<file path="config.mk">
export PLATFORM = sky130hd
export DESIGN_NAME = mem_port_arbiter_flat
export DESIGN_NICKNAME = d
export VERILOG_FILES = /design/src/rtl/mem_arb_pkg.sv /design/src/rtl/mem_port_arbiter_if.sv /design/src/rtl/mem_port_arbiter_rr_pick3.sv /design/src/rtl/mem_port_arbiter.sv /design/src/flat_wrapper.sv
export SDC_FILE = /design/constraint.sdc
export NUM_CORES = 1
export LEC_CHECK = 0
export ABC_AREA = 1
export CAP_MARGIN = 25
export CORE_AREA = 2 2 39 41
export CTS_BUF_LIST = sky130_fd_sc_hd__clkbuf_4
export DETAILED_ROUTE_END_ITERATION = 10
export DIE_AREA = 0 0 41 43
export PLACE_DENSITY = 0.79
export SLEW_MARGIN = 40
export SYNTH_ARGS = -nofsm -noshare
export SYNTH_HDL_FRONTEND = slang
export SYNTH_SLANG_ARGS = --single-unit
</file>
<file path="constraint.sdc">
create_clock -name clk -period 2.2 [get_ports clk]
set_clock_uncertainty 0.1 [all_clocks]
set_input_delay 0.66 -clock clk [delete_from_list [all_inputs] [get_ports clk]]
set_output_delay 0.66 -clock clk [all_outputs]
set_load 0.005 [all_outputs]
</file>
<file path="src/rtl/mem_arb_pkg.sv">
// Shared types and constants for the three-requester memory port arbiter.
// Requester indices double as the 2-bit select encoding of the 3:1 address/data mux.
package mem_arb_pkg;

    typedef enum logic {
        IDLE = 1'b0,
        BUSY = 1'b1
    } arb_state_e;

    localparam int unsigned NUM_REQ = 3;

    localparam logic [1:0] REQ_FETCH = 2'd0;
    localparam logic [1:0] REQ_LDST  = 2'd1;
    localparam logic [1:0] REQ_DBG   = 2'd2;

    // Successor of a requester index in the rotation fetch -> ldst -> dbg -> fetch.
    function automatic logic [1:0] rr_next(input logic [1:0] idx);
        return (idx == REQ_DBG) ? REQ_FETCH : idx + 2'd1;
    endfunction

endpackage

</file>
<file path="src/rtl/mem_port_arbiter_if.sv">
// Handshake bundle between the requesters/memory side and the arbiter.
// slave: the arbiter itself; master: whatever drives requests and memory completion.
interface mem_port_arbiter_if;
    import mem_arb_pkg::*;

    logic [NUM_REQ-1:0] req;
    logic [NUM_REQ-1:0] gnt;
    logic [NUM_REQ-1:0] done;
    logic [1:0]         sel;
    logic               mem_valid;
    logic               mem_ready;
    logic               timeout_err;

    modport slave (
        input  req,
        input  mem_ready,
        output gnt,
        output done,
        output sel,
        output mem_valid,
        output timeout_err
    );

    modport master (
        output req,
        output mem_ready,
        input  gnt,
        input  done,
        input  sel,
        input  mem_valid,
        input  timeout_err
    );

endinterface

</file>
<file path="src/rtl/mem_port_arbiter_rr_pick3.sv">
// Combinational round-robin pick among three requesters.
// Search starts at the requester after 'last' and wraps; outputs are zero when nobody requests.
module rr_pick3
    import mem_arb_pkg::*;
(
    input  logic [NUM_REQ-1:0] req_i,
    input  logic [1:0]         last_i,
    output logic [NUM_REQ-1:0] win_onehot_o,
    output logic [1:0]         win_idx_o
);

    logic [1:0] cand;
    logic       found;

    always_comb begin
        // NOTE: every variable written here gets a value before any branch, so no latch is inferred.
        win_idx_o    = REQ_FETCH;
        win_onehot_o = '0;
        found        = 1'b0;
        cand         = rr_next(last_i);
        for (int k = 0; k < NUM_REQ; k++) begin
            if (!found && req_i[cand]) begin
                found     = 1'b1;
                win_idx_o = cand;
            end
            cand = rr_next(cand);
        end
        if (found) begin
            win_onehot_o = NUM_REQ'(1) << win_idx_o;
        end
    end

endmodule

</file>
<file path="src/rtl/mem_port_arbiter.sv">
// Round-robin arbiter/sequencer for the shared memory port: grant held until mem_ready, then done pulse.
// Optional BUSY watchdog enabled by defining MEM_ARB_TIMEOUT_EN (limit set by TIMEOUT_CYCLES).
module mem_port_arbiter
    import mem_arb_pkg::*;
#(
    parameter int unsigned TIMEOUT_CYCLES = 16
) (
    input logic              clk,
    input logic              rst_n,
    mem_port_arbiter_if.slave bus
);

    arb_state_e         state_q, state_d;
    logic [NUM_REQ-1:0] gnt_q, gnt_d;
    logic [NUM_REQ-1:0] done_q, done_d;
    logic [1:0]         sel_q, sel_d;
    logic               mem_valid_q, mem_valid_d;
    logic               timeout_err_q, timeout_err_d;
    logic [1:0]         last_q, last_d;

    logic [NUM_REQ-1:0] pick_onehot;
    logic [1:0]         pick_idx;

    rr_pick3 u_pick (
        .req_i        (bus.req),
        .last_i       (last_q),
        .win_onehot_o (pick_onehot),
        .win_idx_o    (pick_idx)
    );

`ifdef MEM_ARB_TIMEOUT_EN
    localparam int unsigned CNT_W = $clog2(TIMEOUT_CYCLES + 1);

    logic [CNT_W-1:0] cnt_q, cnt_d;
    logic [CNT_W-1:0] cnt_inc;

    assign cnt_inc = cnt_q + CNT_W'(1);
`else
    // Parameter kept so both builds share one instantiation signature.
    localparam int unsigned timeout_cycles_unused = TIMEOUT_CYCLES;
`endif

    always_comb begin
        state_d       = state_q;
        gnt_d         = gnt_q;
        done_d        = '0;
        sel_d         = sel_q;
        mem_valid_d   = mem_valid_q;
        timeout_err_d = 1'b0;
        last_d        = last_q;
`ifdef MEM_ARB_TIMEOUT_EN
        cnt_d         = cnt_q;
`endif

        unique case (state_q)
            IDLE: begin
                if (|bus.req) begin
                    gnt_d       = pick_onehot;
                    sel_d       = pick_idx;
                    mem_valid_d = 1'b1;
                    state_d     = BUSY;
`ifdef MEM_ARB_TIMEOUT_EN
                    cnt_d       = '0;
`endif
                end
            end

            BUSY: begin
                // sel_q carries the winner index for the whole transaction.
                if (bus.mem_ready) begin
                    gnt_d       = '0;
                    mem_valid_d = 1'b0;
                    done_d      = gnt_q;
                    last_d      = sel_q;
                    state_d     = IDLE;
                end
`ifdef MEM_ARB_TIMEOUT_EN
                else if (cnt_inc == CNT_W'(TIMEOUT_CYCLES)) begin
                    gnt_d         = '0;
                    mem_valid_d   = 1'b0;
                    done_d        = gnt_q;
                    last_d        = sel_q;
                    timeout_err_d = 1'b1;
                    state_d       = IDLE;
                end else begin
                    cnt_d = cnt_inc;
                end
`endif
            end

            default: state_d = IDLE;
        endcase
    end

    always_ff @(posedge clk or negedge rst_n) begin
        if (!rst_n) begin
            state_q       <= IDLE;
            gnt_q         <= '0;
            done_q        <= '0;
            sel_q         <= REQ_FETCH;
            mem_valid_q   <= 1'b0;
            timeout_err_q <= 1'b0;
            last_q        <= REQ_DBG;
        end else begin
            // NOTE: non-blocking assignments so every register samples pre-edge values.
            state_q       <= state_d;
            gnt_q         <= gnt_d;
            done_q        <= done_d;
            sel_q         <= sel_d;
            mem_valid_q   <= mem_valid_d;
            timeout_err_q <= timeout_err_d;
            last_q        <= last_d;
        end
    end

`ifdef MEM_ARB_TIMEOUT_EN
    always_ff @(posedge clk or negedge rst_n) begin
        if (!rst_n) begin
            cnt_q <= '0;
        end else begin
            cnt_q <= cnt_d;
        end
    end
`endif

    assign bus.gnt         = gnt_q;
    assign bus.done        = done_q;
    assign bus.sel         = sel_q;
    assign bus.mem_valid   = mem_valid_q;
    assign bus.timeout_err = timeout_err_q;

endmodule
</file>
<file path="src/flat_wrapper.sv">
// flat-port wrapper written by rule: the top's interface ports become plain ports
module mem_port_arbiter_flat import mem_arb_pkg::*;
#(
    parameter int unsigned TIMEOUT_CYCLES = 16
)
  (clk, rst_n, bus_req, bus_mem_ready, bus_gnt, bus_done, bus_sel, bus_mem_valid, bus_timeout_err);
  mem_port_arbiter_if bus_i ();
  input logic clk;
  input logic rst_n;
  input wire logic [$bits(bus_i.req)-1:0] bus_req;
  input wire logic [$bits(bus_i.mem_ready)-1:0] bus_mem_ready;
  output wire logic [$bits(bus_i.gnt)-1:0] bus_gnt;
  output wire logic [$bits(bus_i.done)-1:0] bus_done;
  output wire logic [$bits(bus_i.sel)-1:0] bus_sel;
  output wire logic [$bits(bus_i.mem_valid)-1:0] bus_mem_valid;
  output wire logic [$bits(bus_i.timeout_err)-1:0] bus_timeout_err;
  assign bus_i.req = bus_req;
  assign bus_i.mem_ready = bus_mem_ready;
  assign bus_gnt = bus_i.gnt;
  assign bus_done = bus_i.done;
  assign bus_sel = bus_i.sel;
  assign bus_mem_valid = bus_i.mem_valid;
  assign bus_timeout_err = bus_i.timeout_err;
  mem_port_arbiter #(.TIMEOUT_CYCLES(TIMEOUT_CYCLES)) u_core (.clk(clk), .rst_n(rst_n), .bus(bus_i));
endmodule
</file>
== Word-level counts from Yosys, hierarchy flattened ==
Index checks and enable logic that the tools add are counted.

* Logic and storage cells: 54
* Register bits after elaboration: 12
* Output and inout port bits: 10

* $lt $le $gt $ge: 3
* $add $sub $neg: 3
* Shifts and indexed selects: 1
* Eq/ne operators: 5
* Bitwise gates (word level): 1
* Multiplexer cells: 27
* Reductions and logical operators: 8

{| class="wikitable"
|+ Operators by type and width
! operator !! count
|-
| 3-bit two-way mux || 5
|-
| 2-bit two-way mux || 6
|-
| 1-bit two-way mux || 10
|-
| 2-bit by 3-bit < comparator with 1-bit output, second input constant || 3
|-
| 2-bit by 1-bit adder with 2-bit output, second input constant || 3
|-
| 1-bit binary-select mux with 2-bit select || 3
|-
| 2-bit equality test, second input constant || 3
|-
| 3-bit one-hot mux with 2 select lines || 1
|-
| 2-bit AND reduction || 3
|-
| 1-bit one-hot mux with 2 select lines || 2
|-
| 3-bit OR reduction || 1
|-
| 1-bit by 2-bit left shift with 3-bit output, first input constant || 1
|-
| 1-bit logical AND || 2
|-
| 1-bit zero test || 2
|-
| 2-bit by 1-bit inequality test with 1-bit output, second input constant || 1
|-
| 2-bit inequality test, second input constant || 1
|-
| 1-bit inverter || 1
|}

== Depth between registers and ports, before layout ==
Gate-level depths: netlist (run 1).

* Word-level depth: 15
* Depth in mapped cells: 10
* Mapped depth without buffers: 9

== By module ==
A second synthesis (run 1) with hierarchy kept.

* Cells, all modules: 91
* Area total of the unflattened synthesis: 693.2 um^2

{| class="wikitable"
|+ Modules (own cells, without submodules)
! module !! instances !! cells an instance !! sequential area each (um^2) !! area each (um^2)
|-
| mem_port_arbiter || 1 || 51 || 301.5 || 478.0
|-
| rr_pick3 || 1 || 40 || 0.0 || 215.2
|}

== Least setup slack after synthesis (run 1) ==
OpenSTA, ideal clock, no wires.

* Kind: in2reg
* Start point: input bus_req[2]
* End point: register u_core.sel_q[1] (netlist: u_core.bus.sel[1])
* Data arrival time: 1205 ps
* Stages: 8
* Setup slack: 776 ps
* Data required time: 1981 ps
* Buffers on the path: 0
* Cell sequence: inv_1 -> nand3_1 -> nand3_2 -> nand3_1 -> and2_1 -> nand2_2 -> nand2_2 -> o21ai_2

* Word-level cells in the longest chain between the ends: 9

{| class="wikitable"
|+ RTL lines
! element !! RTL line !! text
|-
| start, declared || flat_wrapper.sv:10 || <nowiki>input wire logic [$bits(bus_i.req)-1:0] bus_req;</nowiki>
|-
| 1-bit binary-select mux with 2-bit select || mem_port_arbiter_rr_pick3.sv:22 || <nowiki>if (!found && req_i[cand]) begin</nowiki>
|-
| 1-bit two-way mux (implied by the code) || mem_port_arbiter_rr_pick3.sv:22 ||
|-
| 1-bit two-way mux || mem_port_arbiter_rr_pick3.sv:22 ||
|-
| 1-bit zero test || mem_port_arbiter_rr_pick3.sv:22 ||
|-
| 1-bit logical AND || mem_port_arbiter_rr_pick3.sv:22 ||
|-
| 1-bit two-way mux || mem_port_arbiter_rr_pick3.sv:22 ||
|-
| 1-bit zero test || mem_port_arbiter_rr_pick3.sv:22 ||
|-
| 1-bit logical AND || mem_port_arbiter_rr_pick3.sv:22 ||
|-
| 2-bit two-way mux || mem_port_arbiter_rr_pick3.sv:22 ||
|-
| end signal, assigned || mem_port_arbiter.sv:109 || <nowiki>sel_q <= sel_d;</nowiki>
|-
| end, declared || mem_port_arbiter.sv:16 || <nowiki>logic [1:0] sel_q, sel_d;</nowiki>
|}

Several ways; a longest one is shown, not always the timed one. The select of a mux whose other input is x is not followed.
A chain may end at the register's enable or synchronous reset.

== Worst setup path after layout (run 1) ==
* Start point: register u_core.sel_q[0] (netlist: u_core.bus.sel[0])
* End point: output bus_sel[0]

{| class="wikitable"
|+ RTL lines
! element !! RTL line !! text
|-
| end, declared || flat_wrapper.sv:14 || <nowiki>output wire logic [$bits(bus_i.sel)-1:0] bus_sel;</nowiki>
|}

No word-level cell between the ends.

==> results of run 1 <==
-- cell usage in the layout (no fill, tap or decap) --
cell type | netlist | final
inv_1 | 10 | 10
nand3_2 | 2 | 2
o21ai_1 | 2 | 2
nand2_1 | 20 | 20
and2_1 | 1 | 1
dfrtp_1 | 11 | 11
conb_1 | 1 | 1
nor3_2 | 1 | 1
clkbuf_4 | 0 | 4
buf_4 | 1 | 1
nor2_1 | 6 | 6
clkdlybuf4s50_1 | 0 | 14
nor2_4 | 1 | 1
nand3_1 | 5 | 5
o21ai_2 | 2 | 2
o21bai_1 | 1 | 1
dfstp_2 | 1 | 1
a21oi_1 | 1 | 1
nand4_1 | 2 | 2
o21ai_0 | 1 | 1
inv_2 | 5 | 5
nand2_2 | 4 | 4
nor2_2 | 2 | 2
-- power groups by stage --
| stage | clock network (mW) | logic [mW] | registers (mW) |
|---|---|---|---|
| floorplan | 0 | 0.280 | 0.345 |
| global placement | 0 | 0.409 | 0.360 |
| detailed placement | 0 | 0.416 | 0.365 |
| CTS | 0.154 | 0.419 | 0.361 |
| global route | 0.162 | 0.467 | 0.371 |
| finish | 0.151 | 0.415 | 0.359 |
-- layout make-up --
cell class | count | area (um^2)
flip-flops and latches | 12 | 302
inverters | 15 | 56.3
well taps | 16 | 20.0
multi-input cells | 52 | 269
clock buffers | 4 | 30.0
fillers | 131 | 559
repair buffers | 15 | 148
-- through the flow --
step                util [%]  instance area, um^2
floorplan                  -                  646
global placement        57.4                  795
detailed placement      57.4                  795
CTS                     59.6                  825
global route            59.6                  825
finish                  59.6                  825
-- Yosys cell counts (all sizes together) --
| cell | n |
|---|---|
| o21ai | 5 |
| o21bai | 1 |
| nand3 | 7 |
| inv | 15 |
| nand2 | 24 |
| a21oi | 1 |
| nor2 | 9 |
| nor3 | 1 |
| buf | 2 |
| nand4 | 2 |
| conb | 1 |
| dfrtp | 11 |
| and2 | 1 |
| dfstp | 1 |
-- routing by layer --
metal / routed length (um) / share of wire [%] / vias to the layer above / track usage [%]
li1: - / - / 280 / -
met1: 521 / 45 / 253 / 22.2
met2: 614 / 52 / 10 / 25.9
met3: 34 / 2.9 / 0 / 1.57
met4: 0 / 0 / 0 / 4.00
met5: 0 / 0 / - / 0
-- worst min path at each step --
stage / startpoint / depth (start not counted) / end / slack [ns]
4_1_cts: u_core.bus.mem_valid / 2 / u_core.bus.mem_valid / 0.39
5_1_grt: u_core.bus.mem_valid / 2 / u_core.bus.mem_valid / 0.43
3_5_place_dp: u_core.bus.mem_valid / 2 / u_core.bus.mem_valid / 0.37
6_report: u_core.bus.mem_valid / 2 / u_core.bus.mem_valid / 0.39
3_3_place_gp: u_core.bus.mem_valid / 2 / u_core.bus.mem_valid / 0.37
2_1_floorplan: rst_n / 0 / u_core.bus.done[0] / 0.26
-- state kept, by name (all words and copies together), names as in the netlist --
register	flops
u_core.bus.done	3
u_core.bus.gnt	3
u_core.bus.mem_valid	1
u_core.last_q	2
u_core.state_q	1
u_core.bus.sel	2
-- logic make-up after synthesis --
kind of cell / after synthesis / synth area share [%]
buffers and inverters: 17 / 11.6
AO/OA/AOI/OAI: 7 / 6.98
AND/OR/NAND/NOR: 44 / 34.1
flip-flops: 12 / 46.7
other: 1 / 0.581
==> PnR_summary.wiki, run 1 <==
{| class="wikitable"
! Metric !! Value
|-
| Leading cell types by total area after synthesis || dfrtp_1, nand2_1, inv_1, dfstp_2, nand2_2
|-
| Synth Cell Area || 646 um^2
|-
| Longest individual stage delay on the worst path || 0.50 ns
|-
| Launch instance of the worst register-to-register path || u_core.last_q[1]
|-
| Tot GR Track Use || 16.1%
|-
| Post-CTS setup buffer count || 0
|-
| Clock tree root driver cell || clkbuf_4
|-
| Slowest library cell on the worst path || clkdlybuf4s50_1
|-
| Total number of nets in the final design || 105
|-
| Via-to-Cell Ratio || 4.76
|-
| Area of the die || 0.00176 mm^2
|-
| Count of endpoints failing hold in the final timing report || 0
|-
| Wire length reported by the detailed router || 1170 um
|-
| Final std cells w/o fill || 114
|-
| Actual slew at the worst max-slew pin || 0.513 ns
|-
| Seq/Total Area, Yosys || 46.7%
|-
| Gp weighted congestion || 0.902
|-
| Vias || 543
|-
| Share of power burned in combinational logic || 44.8%
|-
| Power share of the sequential group || 38.8%
|-
| Biggest fanout along the worst timing path || 3
|-
| Top-Level Pins || 16
|-
| Post-synthesis sequential element count || 12
|-
| Type of the tightest min-delay check || reg2reg
|-
| Worst max-slew margin expressed relative to the limit || 65.7%
|-
| Fraction of layout instances using a drive strength above 1 || 23.5%
|-
| Starting density of the core || 46.7%
|-
| Antenna Cells || 0
|-
| TritonCTS clock tree || done
|-
| Net switching component of the power || 0.344 mW
|-
| Average cell area after synthesis || 7.97 um^2
|-
| Data required time at the worst endpoint || 1.44 ns
|-
| Portion of the clock cycle consumed by the worst path in the final layout || 85.9%
|-
| Cell area power density || 1120 mW/mm^2
|-
| Cts-stage hold buffer count || 0
|-
| Endpoint of the lowest-slack register-to-register path || u_core.bus.gnt[1]
|-
| Hold_ws || 0.386 ns
|-
| Max cap viols || 0
|-
| Final setup vio count || 0
|-
| Max-slew violations || 0
|-
| CP Data Arrival Time || 1.13 ns
|-
| Largest area contributor in the synthesized netlist || dfrtp_1
|-
| Achievable clock frequency || 529 MHz
|-
| Synthesized Nets || 87
|-
| Number of placed cells counting well taps || 110
|-
| Critical path depth in cells || 1
|-
| Count of input and output buffers || 14
|-
| Yosys warning count || 0
|-
| Number of sinks on the clock net || 12
|-
| RSZ-0062 raised after global routing || false
|-
| Synth-to-layout area growth || 27.7%
|-
| Antenna violations before repair || 0
|-
| Insertion delay to the later sink of the worst-skew pair || 0.26 ns
|-
| Num rows || 14
|-
| Number of cell instances on the worst register-to-register path || 8
|-
| Iter 0 DRT Violations || 13
|-
| Pint || 0.580 mW
|-
| Number of routed nets with antenna violations || 0
|-
| Wire per inst || 10.3 um
|-
| Critical Path Start Type || flip-flop
|-
| Minimum setup slack among reg-to-reg paths || 0.64 ns
|-
| Cts bufs inserted || 3
|-
| Critical Path Start || u_core.bus.sel[0]
|-
| Outcome || finished, final reports clean
|-
| Critical path start-end classification || reg2out
|-
| Total buffers and inverters traversed by the critical path || 1
|-
| Count of instances resized after the clock tree is built || 0
|-
| Clock edge transition at the registers on the reported setup and hold paths || 0.07 ns
|-
| Detail Placement HPWL || 989 um
|-
| Setup TNS Final || 0 ns
|-
| Final setup margin || 0.309 ns
|-
| First-pass iteration count of the detailed router || 3
|-
| Setup slack after placement || 0.108 ns
|-
| Top-area cell type share of the netlist area || 42.6%
|-
| CP Cell Sequence || clkdlybuf4s50_1
|-
| Cell type group with the largest total delay on the critical path || buffers and inverters
|-
| Die width || 41 um
|-
| Setup crit end kind || output port
|-
| Setup crit end || bus_sel[0]
|-
| Standby leakage power || 0.421 nW
|-
| H-Tree Level Count || 1
|-
| Number of library cell types mapped by synthesis || 22
|-
| Maximum clock insertion buffer count || 2
|-
| Die outline height || 43 um
|-
| CORE AREA || 0.00138 mm^2
|-
| Max rail drop VDD || 592 uV
|-
| Switching power share of the total || 37.2%
|-
| Share of total power in the clock network || 16.3%
|-
| Global-route congestion overflow total || 0
|-
| Minimum clock period || 1.89 ns
|-
| Via count of the first global-routing pass || 480
|-
| Maximum number of pins on one net before global-route repair || 13
|-
| First-pass GRT wire length || 1960 um
|-
| DRC || 0
|-
| Cell count after synthesis || 81
|-
| Power consumption || 0.924 mW
|}
Power figures use the tool's default switching activity.
==> run 2, diff against run 1 <==
--- a/config.mk
+++ b/config.mk
@@ -11,6 +11,7 @@
 export CTS_BUF_LIST = sky130_fd_sc_hd__clkbuf_4
 export DETAILED_ROUTE_END_ITERATION = 10
 export DIE_AREA = 0 0 41 43
+export GPL_ROUTABILITY_DRIVEN = 0
 export PLACE_DENSITY = 0.79
 export SLEW_MARGIN = 40
 export SYNTH_ARGS = -nofsm -noshare
==> constraint.sdc (replaced) <==
create_clock -name clk -period 2.2 [get_ports clk]
set_clock_uncertainty 0.1 [all_clocks]
set_input_delay 0.44 -clock clk [delete_from_list [all_inputs] [get_ports clk]]
set_output_delay 0.44 -clock clk [all_outputs]
set_load 0.005 [all_outputs]
==> PnR_summary.wiki, run 2 (synthesis gave the netlist of run 1 again) <==
{| class="wikitable"
! Metric !! Value
|-
| Antenna Cells || 0 (unchanged)
|-
| RSZ-0062 raised after global routing || false (unchanged)
|-
| Setup TNS Final || 0 ns (unchanged)
|-
| Met3 layer usage reported by global route || 4.71% (was 1.57%)
|-
| Portion of the clock cycle consumed by the worst path in the final layout || 77.2% (was 85.9%)
|-
| Worst max-slew margin expressed relative to the limit || 65.8% (was 65.7%)
|-
| Max cap viols || 0 (unchanged)
|-
| Leading cell types in the layout, fill and taps excluded || nand2_1, clkdlybuf4s50_1, dfrtp_1 (unchanged)
|-
| Type of the tightest min-delay check || reg2reg (unchanged)
|-
| First-pass iteration count of the detailed router || 2 (was 3)
|-
| Clock tree root driver cell || clkbuf_4 (unchanged)
|-
| Count of instances resized after the clock tree is built || 0 (unchanged)
|-
| Via count of the first global-routing pass || 487 (was 480)
|-
| Biggest fanout along the worst timing path || 3 (unchanged)
|-
| Critical path start-end classification || reg2out (unchanged)
|-
| Number of routed nets with antenna violations || 0 (unchanged)
|-
| Final setup margin || 0.502 ns (was 0.309 ns)
|-
| Clock edge transition at the registers on the reported setup and hold paths || 0.08 ns (was 0.07 ns)
|-
| Num rows || 14 (unchanged)
|-
| Most heavily used metal layer in global routing || met1 (was met2)
|-
| Synth-to-layout area growth || 26.6% (was 27.7%)
|-
| Achievable clock frequency || 589 MHz (was 529 MHz)
|-
| Cts bufs inserted || 3 (unchanged)
|-
| H-Tree Level Count || 1 (unchanged)
|-
| Most frequent standard cell in the layout excluding fill and tap cells || nand2_1 (unchanged)
|-
| Global routing met1 resource utilization || 22.9% (was 22.2%)
|-
| TritonCTS clock tree || done (unchanged)
|-
| Setup crit end kind || output port (unchanged)
|-
| Met2 track demand over resource || 22.2% (was 25.9%)
|-
| Vias || 528 (was 543)
|-
| Outcome || finished, final reports clean (unchanged)
|-
| CP Cell Sequence || clkdlybuf4s50_1 (unchanged)
|-
| Actual slew at the worst max-slew pin || 0.512 ns (was 0.513 ns)
|-
| Iter 0 DRT Violations || 3 (was 13)
|-
| Area of the die || 0.00176 mm^2 (unchanged)
|-
| Cts-stage hold buffer count || 0 (unchanged)
|-
| Data required time at the worst endpoint || 1.66 ns (was 1.44 ns)
|-
| Final Util || 59.0% (was 59.6%)
|-
| CP Data Arrival Time || 1.16 ns (was 1.13 ns)
|-
| Wire length reported by the detailed router || 1100 um (was 1170 um)
|-
| Die width || 41 um (unchanged)
|-
| Maximum clock insertion buffer count || 2 (unchanged)
|-
| Standby leakage power || 0.416 nW (was 0.421 nW)
|-
| Count of input and output buffers || 14 (unchanged)
|-
| Top-Level Pins || 16 (unchanged)
|-
| Via-to-Cell Ratio || 4.67 (was 4.76)
|-
| Insertion delay to the later sink of the worst-skew pair || 0.28 ns (was 0.26 ns)
|-
| Longest individual stage delay on the worst path || 0.51 ns (was 0.50 ns)
|-
| Starting density of the core || 46.7% (unchanged)
|-
| Cell type group with the largest total delay on the critical path || buffers and inverters (unchanged)
|-
| Count of endpoints failing hold in the final timing report || 0 (unchanged)
|-
| Number of sinks on the clock net || 12 (unchanged)
|-
| Total number of nets in the final design || 104 (was 105)
|-
| Slowest library cell on the worst path || clkdlybuf4s50_1 (unchanged)
|-
| Post-CTS setup buffer count || 0 (unchanged)
|-
| Minimum clock period || 1.70 ns (was 1.89 ns)
|-
| Total buffers and inverters traversed by the critical path || 1 (unchanged)
|-
| Global-route congestion overflow total || 0 (unchanged)
|-
| Antenna violations before repair || 0 (unchanged)
|-
| Fraction of layout instances using a drive strength above 1 || 22.7% (was 23.5%)
|-
| CORE AREA || 0.00138 mm^2 (unchanged)
|-
| First-pass GRT wire length || 1970 um (was 1960 um)
|-
| Tot GR Track Use || 16.3% (was 16.1%)
|-
| Maximum number of pins on one net before global-route repair || 13 (unchanged)
|-
| Max-slew violations || 0 (unchanged)
|-
| Critical Path Start Type || flip-flop (unchanged)
|-
| Wire per inst || 9.71 um (was 10.3 um)
|-
| Cell area power density || 1130 mW/mm^2 (was 1120 mW/mm^2)
|-
| Setup slack after placement || 0.324 ns (was 0.108 ns)
|-
| Detail Placement HPWL || 874 um (was 989 um)
|-
| DRC || 0 (unchanged)
|-
| Final setup vio count || 0 (unchanged)
|-
| Max rail drop VDD || 638 uV (was 592 uV)
|-
| Die outline height || 43 um (unchanged)
|}
==> run 2: cell count changes in the layout (fill, tap and decap cells not counted), sizes merged <==
cell / delta
buf: -1
==> run 2: routing by layer <==
| layer | share of wire [%] | wire length, um |
|---|---|---|
| met5 | 0 | 0 |
| met4 | 2.9 | 32 |
| met3 | 4.1 | 45 |
| met2 | 45 | 489 |
| met1 | 48 | 529 |
==> run 2: final timing paths <==
check                           cells past startpoint  slack [ns]              endpoint            startpoint
worst max-delay path                                1        0.50            bus_sel[0]     u_core.bus.sel[0]
worst min-delay path                                2        0.39  u_core.bus.mem_valid  u_core.bus.mem_valid
worst max register to register                      8        0.68     u_core.bus.gnt[1]      u_core.last_q[1]
worst min register to register                      2        0.39  u_core.bus.mem_valid  u_core.bus.mem_valid
max in group asynchronous                           1        1.23      u_core.last_q[1]                 rst_n
min in group asynchronous                           1        0.40    u_core.bus.done[1]                 rst_n
==> run 2: area by class of cell <==
class	count	area [um^2]
fill	129	567
tap	16	20.0
sequential	12	302
inverter	15	56.3
timing repair buffer	14	140
multi-input combinational	52	269
clock buffer	4	30.0
==> run 2: worst reg2reg max path: stages, from the launching register on <==
cell and delay (ns):
dfstp_2 0.63, inv_2 0.07, nand3_1 0.11, nand2_1 0.08
nor2_2 0.11, nand4_1 0.12, nand2_1 0.09, nand2_1 0.07
o21ai_1 0.09
==> run 2: power by group <==
group	leakage, nW	internal [mW]	switching [mW]	total [mW]
logic	0.247	0.201	0.207	0.408
clock network	0.0184	0.0826	0.0735	0.156
registers	0.151	0.295	0.0623	0.357
==> run 2: metrics by stage <==
step	total power, mW	hold slack [ns]	instance area, um^2	std cells
final	0.921	0.386	817	113
after detailed placement	0.773	0.365	787	109
after CTS	0.931	0.393	817	113
after global routing	1.00	0.431	817	113
after floorplan	0.625	0.0444	646	81
after global placement	0.767	0.368	787	109
